<file path="config.mk">
export PLATFORM = sky130hd
export DESIGN_NAME = interrupt_controller
export DESIGN_NICKNAME = d
export VERILOG_FILES = /design/src/rtl/interrupt_controller.sv
export SDC_FILE = /design/constraint.sdc
export NUM_CORES = 1
export LEC_CHECK = 0
export ABC_AREA = 0
export BUFFER_PORTS_ARGS = -buffer_cell sky130_fd_sc_hd__buf_2
export CORE_AREA = 2 2 113 87
export DETAILED_ROUTE_END_ITERATION = 16
export DIE_AREA = 0 0 115 89
export PLACE_DENSITY = 0.9
export SLEW_MARGIN = 30
export SYNTH_ARGS = -nofsm -noshare
export SYNTH_HDL_FRONTEND = slang
export SYNTH_SLANG_ARGS = --single-unit
</file>
<file path="constraint.sdc">
create_clock -name clk -period 19.9 [get_ports clk]
set_clock_uncertainty 0.15 [all_clocks]
set_input_delay 4.975 -clock clk [delete_from_list [all_inputs] [get_ports clk]]
set_output_delay 4.975 -clock clk [all_outputs]
set_load 0.02 [all_outputs]
</file>
<file path="src/rtl/interrupt_controller.sv">
// ============================================================================
//  Module      : interrupt_controller
//  Description : Platform-level interrupt controller. Synchronises external
//                interrupt lines, tracks pending/in-service state per source,
//                arbitrates by priority against a threshold and raises meip.
//                Register access via a simple valid/ready bus with a
//                one-cycle read response; reading claim/complete claims the
//                winning source, writing it completes one.
//  Revision    : 1.0 - initial release
// ============================================================================
`default_nettype none

module interrupt_controller #(
    parameter int SOURCES = 8
) (
    input  logic                 clk,
    input  logic                 reset,
    input  logic [SOURCES-1:0]   irq_src,
    input  logic                 bus_valid,
    output logic                 bus_ready,
    input  logic                 bus_write,
    input  logic [7:0]           bus_address,
    input  logic [31:0]          bus_wdata,
    output logic [31:0]          bus_rdata,
    output logic                 bus_rvalid,
    output logic                 meip
);

    // Bit i of a source bitmask is source ID i; bit 0 and IDs above SOURCES
    // do not exist.
    localparam logic [31:0] c_SRC_MASK = ((32'd1 << SOURCES) - 32'd1) << 1;

    localparam logic [5:0] c_W_PENDING = 6'd0;
    localparam logic [5:0] c_W_ENABLE  = 6'd1;
    localparam logic [5:0] c_W_THRESH  = 6'd2;
    localparam logic [5:0] c_W_CLAIM   = 6'd3;
    localparam logic [5:0] c_W_EDGE    = 6'd4;

    // State, all source bitmasks kept ID-indexed in 32 bits
    logic [31:0] r_sync1;
    logic [31:0] r_sync2;
    logic [31:0] r_hist;
    logic [31:0] r_pend;
    logic [31:0] r_insvc;
    logic [31:0] r_en;
    logic [31:0] r_edge;
    logic [2:0]  r_thr;
    logic [2:0]  r_prio [1:SOURCES];
    logic        r_ready;
    logic        r_rvalid;
    logic [31:0] r_rdata;
    logic        r_meip;

    // Combinational
    logic [31:0] w_irq;
    logic [5:0]  w_word;
    logic        w_rd;
    logic        w_wr;
    logic [31:0] w_set;
    logic [31:0] w_elig;
    logic [4:0]  w_win_id;
    logic [2:0]  w_win_prio;
    logic [31:0] w_claim_mask;
    logic [31:0] w_cmpl_mask;
    logic [31:0] w_rdata;
    logic        w_unused_ok;

    assign w_irq       = 32'({irq_src, 1'b0});
    assign w_word      = bus_address[7:2];
    assign w_rd        = bus_valid && r_ready && !bus_write;
    assign w_wr        = bus_valid && r_ready &&  bus_write;
    assign w_unused_ok = &{1'b0, bus_address[1:0]};

    // Level sources set while high and not in service; edge sources set on a
    // synchronised rising edge whatever their in-service state.
    assign w_set = ((r_sync2 & ~r_edge & ~r_insvc) |
                    (r_sync2 & ~r_hist & r_edge)) & c_SRC_MASK;

    assign w_claim_mask = (w_rd && (w_word == c_W_CLAIM)) ? (32'd1 << w_win_id) & c_SRC_MASK : 32'd0;
    assign w_cmpl_mask  = (w_wr && (w_word == c_W_CLAIM)) ? (32'd1 << bus_wdata[4:0]) & c_SRC_MASK : 32'd0;

    assign bus_ready  = r_ready;
    assign bus_rvalid = r_rvalid;
    assign bus_rdata  = r_rdata;
    assign meip       = r_meip;

    // Eligibility and arbitration: highest priority wins, ascending scan with
    // strict compare keeps ties on the lowest ID.
    always_comb begin
        w_elig     = 32'd0;
        w_win_id   = 5'd0;
        w_win_prio = 3'd0;
        for (int i = 1; i <= SOURCES; i++) begin
            if (r_pend[i] && r_en[i] && (r_prio[i] > r_thr)) begin
                w_elig[i] = 1'b1;
                if (r_prio[i] > w_win_prio) begin
                    w_win_prio = r_prio[i];
                    w_win_id   = 5'(i);
                end
            end
        end
    end

    // Read data mux; unmapped addresses return zero.
    always_comb begin
        w_rdata = 32'd0;
        case (w_word)
            c_W_PENDING: w_rdata = r_pend;
            c_W_ENABLE:  w_rdata = r_en;
            c_W_THRESH:  w_rdata = {29'd0, r_thr};
            c_W_CLAIM:   w_rdata = {27'd0, w_win_id};
            c_W_EDGE:    w_rdata = r_edge;
            default: begin
                for (int i = 1; i <= SOURCES; i++) begin
                    if (w_word == 6'(8 + i)) w_rdata = {29'd0, r_prio[i]};
                end
            end
        endcase
    end

    // Two-flop synchronisers plus one stage of history for edge detection.
    always_ff @(posedge clk) begin
        if (reset) begin
            r_sync1 <= 32'd0;
            r_sync2 <= 32'd0;
            r_hist  <= 32'd0;
        end else begin
            r_sync1 <= w_irq;
            r_sync2 <= r_sync1;
            r_hist  <= r_sync2;
        end
    end

    // Pending and in-service; a claim overrides a same-cycle pending set.
    always_ff @(posedge clk) begin
        if (reset) begin
            r_pend  <= 32'd0;
            r_insvc <= 32'd0;
        end else begin
            r_pend  <= (r_pend | w_set) & ~w_claim_mask;
            r_insvc <= (r_insvc | w_claim_mask) & ~w_cmpl_mask;
        end
    end

    // Configuration registers written over the bus.
    always_ff @(posedge clk) begin
        if (reset) begin
            r_en   <= 32'd0;
            r_edge <= 32'd0;
            r_thr  <= 3'd0;
            for (int i = 1; i <= SOURCES; i++) r_prio[i] <= 3'd0;
        end else if (w_wr) begin
            case (w_word)
                c_W_ENABLE: r_en   <= bus_wdata & c_SRC_MASK;
                c_W_THRESH: r_thr  <= bus_wdata[2:0];
                c_W_EDGE:   r_edge <= bus_wdata & c_SRC_MASK;
                default: begin
                    for (int i = 1; i <= SOURCES; i++) begin
                        if (w_word == 6'(8 + i)) r_prio[i] <= bus_wdata[2:0];
                    end
                end
            endcase
        end
    end

    // Bus handshake and one-cycle read response.
    always_ff @(posedge clk) begin
        if (reset) begin
            r_ready  <= 1'b0;
            r_rvalid <= 1'b0;
            r_rdata  <= 32'd0;
        end else begin
            r_ready  <= 1'b1;
            r_rvalid <= w_rd;
            r_rdata  <= w_rd ? w_rdata : 32'd0;
        end
    end

    // Registered interrupt request to the core.
    always_ff @(posedge clk) begin
        if (reset) r_meip <= 1'b0;
        else       r_meip <= |w_elig;
    end

endmodule

`default_nettype wire

</file>
==> out/metrics.yaml <==
power.share.combinational: 0.073
dp_cells: 736
powerDensity_mw_per_mm2: 69.2
cts_resized: 0
p_sw_mw: 0.103
insertedDiodeCount: 0
run_status: "completed"
maxCapViolCount: 0
min-delay-start: "r_sync1[3]$_SDFF_PP0_"
cts_buffer_depth: 2
postCtsSetupBuffers: 0
synth_area_mm2: 0.00555
r2r_cells: 51
r2r_slack_ns: 7.29
setup_viol: 0
drt-pass1-iter-count: 6
grt.overflow.total: 0
p_leak_nw: 2.45
crit_fanout: 9
fin_ws_ns: 7.29
yosys-top-cells-area: "dfxtp_1 26%, edfxtp_1 13%, ha_1 10%"
drive_gt1_frac: 0.123
max_freq_mhz: 79.3
synth-seq-area-share: 0.386
synth.distinct_cells: 71
finalHoldViolCount: 0
max-slew-margin-rel: 0.431
synth_seq_cells: 95
first_iter_violations: 747
cts_buffers: 9
cts_max_level: 3
grt_max_degree: 37
final_nets: 732
clock_latency_ns: 0.35
grt_usage: 0.301
fin_setup_tns_ns: 0
antenna_found_initial: 0
p_seq_frac: 0.493
die_h_um: 89
ant_nets: 0
slowest_delay_ns: 0.53
wire_per_inst_um: 19.9
tritoncts: "built"
post-route-min-period_ns: 12.61
vias_per_cell: 6.47
slew_violations: 0
grt_pass1_vias: 4598
ys.flop_type: "dfxtp_1"
yosysTopAreaCell: "dfxtp_1"
crit_start: "r_thr[2]$_SDFFE_PP0P_"
netlist_top_cells_count: "87 x nor2_1, 71 x dfxtp_1, 45 x ha_1"
crit_top_cell: "ha_1"
cp-end-kind: "register"
async_flop_share: 0
initial_utilization: 0.616
coreArea_mm2: 0.00901
p_total_mw: 0.417
worstHoldPathCells: 1
crit_arrival_ns: 12.67
timing.rr.end: "bus_rdata[1]$_SDFF_PP0_"
fin_crit_sh: 0.634
place_congestion: 0.945
syn_to_final_growth_pct: 8.57
drc: 0
syn_area_per_cell_um2: 9.17
die_width_um: 115
clk_pin_slew_ns: 0.07
rsz0062_at_grt: "false"
startpoint_type: "register"
vias: 4867
syn-instance-count: 605
dieArea_mm2: 0.0102
io_pins: 87
p_int_mw: 0.314
rows: 30
finalNonFillerCells: 752
synth.most_common_cell: "nor2_1"
cts_hold_buf: 0
cp.required_ns: 19.96
grt_pass1_wl_mm: 23.3
synth_edf_count: 24
yosysTopAreaCellShare: 0.256
min_to: "r_sync2[3]$_SDFF_PP0_"
wl_mm: 15.0
tightest_slew_ns: 0.847
hold_class: "register to register"
clock_sinks: 95
detailed_place_hpwl_mm: 11.1
yosys_warnings: 0
peakVddDrop_mv: 0.0527
dp_slack_ns: 7.83
r2r_start: "r_thr[2]$_SDFFE_PP0P_"
portBuffers: 38
swShare: 0.247
cts-root-buf: "clkbuf_16"
p_clk_frac: 0.434
cp_slowest_cell: "or3b_2"
crit_type: "register to register"
-- cell usage in the layout (no fill, tap or decap), drive strengths merged, types with 3 or more instances in the layout --
cell type	Yosys	layout
conb	1	23
nor2	87	87
a222oi	10	10
nand3	26	26
nand2	44	44
a211oi	9	9
ha	45	45
a31oi	8	8
clkbuf	15	10
mux2i	33	33
and2	3	3
o22ai	4	4
o21a	9	9
nor2b	40	40
o211ai	4	4
nor4	4	4
or3	3	3
and3	5	5
a21o	3	3
o211a	4	4
edfxtp	24	24
nand2b	5	5
inv	23	27
dfxtp	71	71
mux2	4	4
a21oi	22	22
a22oi	7	7
buf	27	39
nor3	14	14
o21ai	15	15
o2111ai	5	5
-- layout make-up --
cell class / instances / area, um^2
multi-input cells: 467 / 3150
fillers: 708 / 2980
flip-flops and latches: 95 / 2140
clock buffers: 10 / 239
repair buffers: 39 / 198
well taps: 112 / 140
inverters: 23 / 86.3
clock inverters: 6 / 72.6
-- flip-flops by register name, indices dropped and copies added (netlist names) --
signal      flops
r_prio         24
bus_rdata       9
r_edge          8
r_en            8
r_hist          8
r_insvc         8
r_pend          8
r_sync1         8
r_sync2         8
r_thr           3
bus_ready       1
bus_rvalid      1
meip            1
-- worst max-delay path by stage --
stage	endpoint	slack, ns	cells past startpoint
2_1_floorplan	r_insvc[5]$_SDFF_PP0_	9.47	50
3_3_place_gp	bus_rdata[2]$_SDFF_PP0_	8.33	48
3_5_place_dp	bus_rdata[1]$_SDFF_PP0_	7.83	50
4_1_cts	bus_rdata[1]$_SDFF_PP0_	7.68	50
5_1_grt	bus_rdata[1]$_SDFF_PP0_	6.68	52
6_report	bus_rdata[1]$_SDFF_PP0_	7.29	51
-- worst max-delay path: cells and delay by family (launching register included) --
family	cells	cell delay (ns)
simple gates	19	3.96
mux	2	0.64
fa+ha+maj	8	2.04
buf+inv	2	0.52
flops	1	0.32
compound gates	20	4.80
-- cell families after synthesis --
kind of cell	share of synthesized area
and+or+nand+nor	0.218
AOI/OAI and AO/OA	0.164
DFF	0.386
buffers and inverters	0.0618
adders and majority gates	0.101
muxes	0.0676
other	0.000676
-- power by group through the flow --
stage	clock (mW)	sequential, mW	combinational, mW
floorplan	0	0.208	0.0244
global placement	0	0.209	0.0280
global route	0.189	0.206	0.0334
detailed placement	0	0.210	0.0296
finish	0.181	0.205	0.0306
CTS	0.181	0.205	0.0299
-- layer usage --
| metal | GRT usage | vias to the layer above | wire (um) |
|---|---|---|---|
| li1 | - | 2215 | - |
| met1 | 0.397 | 2274 | 6090 |
| met5 | 0 | - | 0 |
| met3 | 0.0658 | 53 | 1690 |
| met4 | 0.0986 | 0 | 352 |
| met2 | 0.498 | 325 | 6840 |
-- stage by stage --
step | hold WS, ns | instance area, um^2 | utilization
after floorplan | 0.264 | 5630 | -
after global placement | 0.267 | 5710 | 0.634
after detailed placement | 0.270 | 5710 | 0.634
after CTS | 0.287 | 6030 | 0.669
after global routing | 0.312 | 6030 | 0.669
final | 0.284 | 6030 | 0.669
Note: power is estimated with default switching activity, not from simulation.
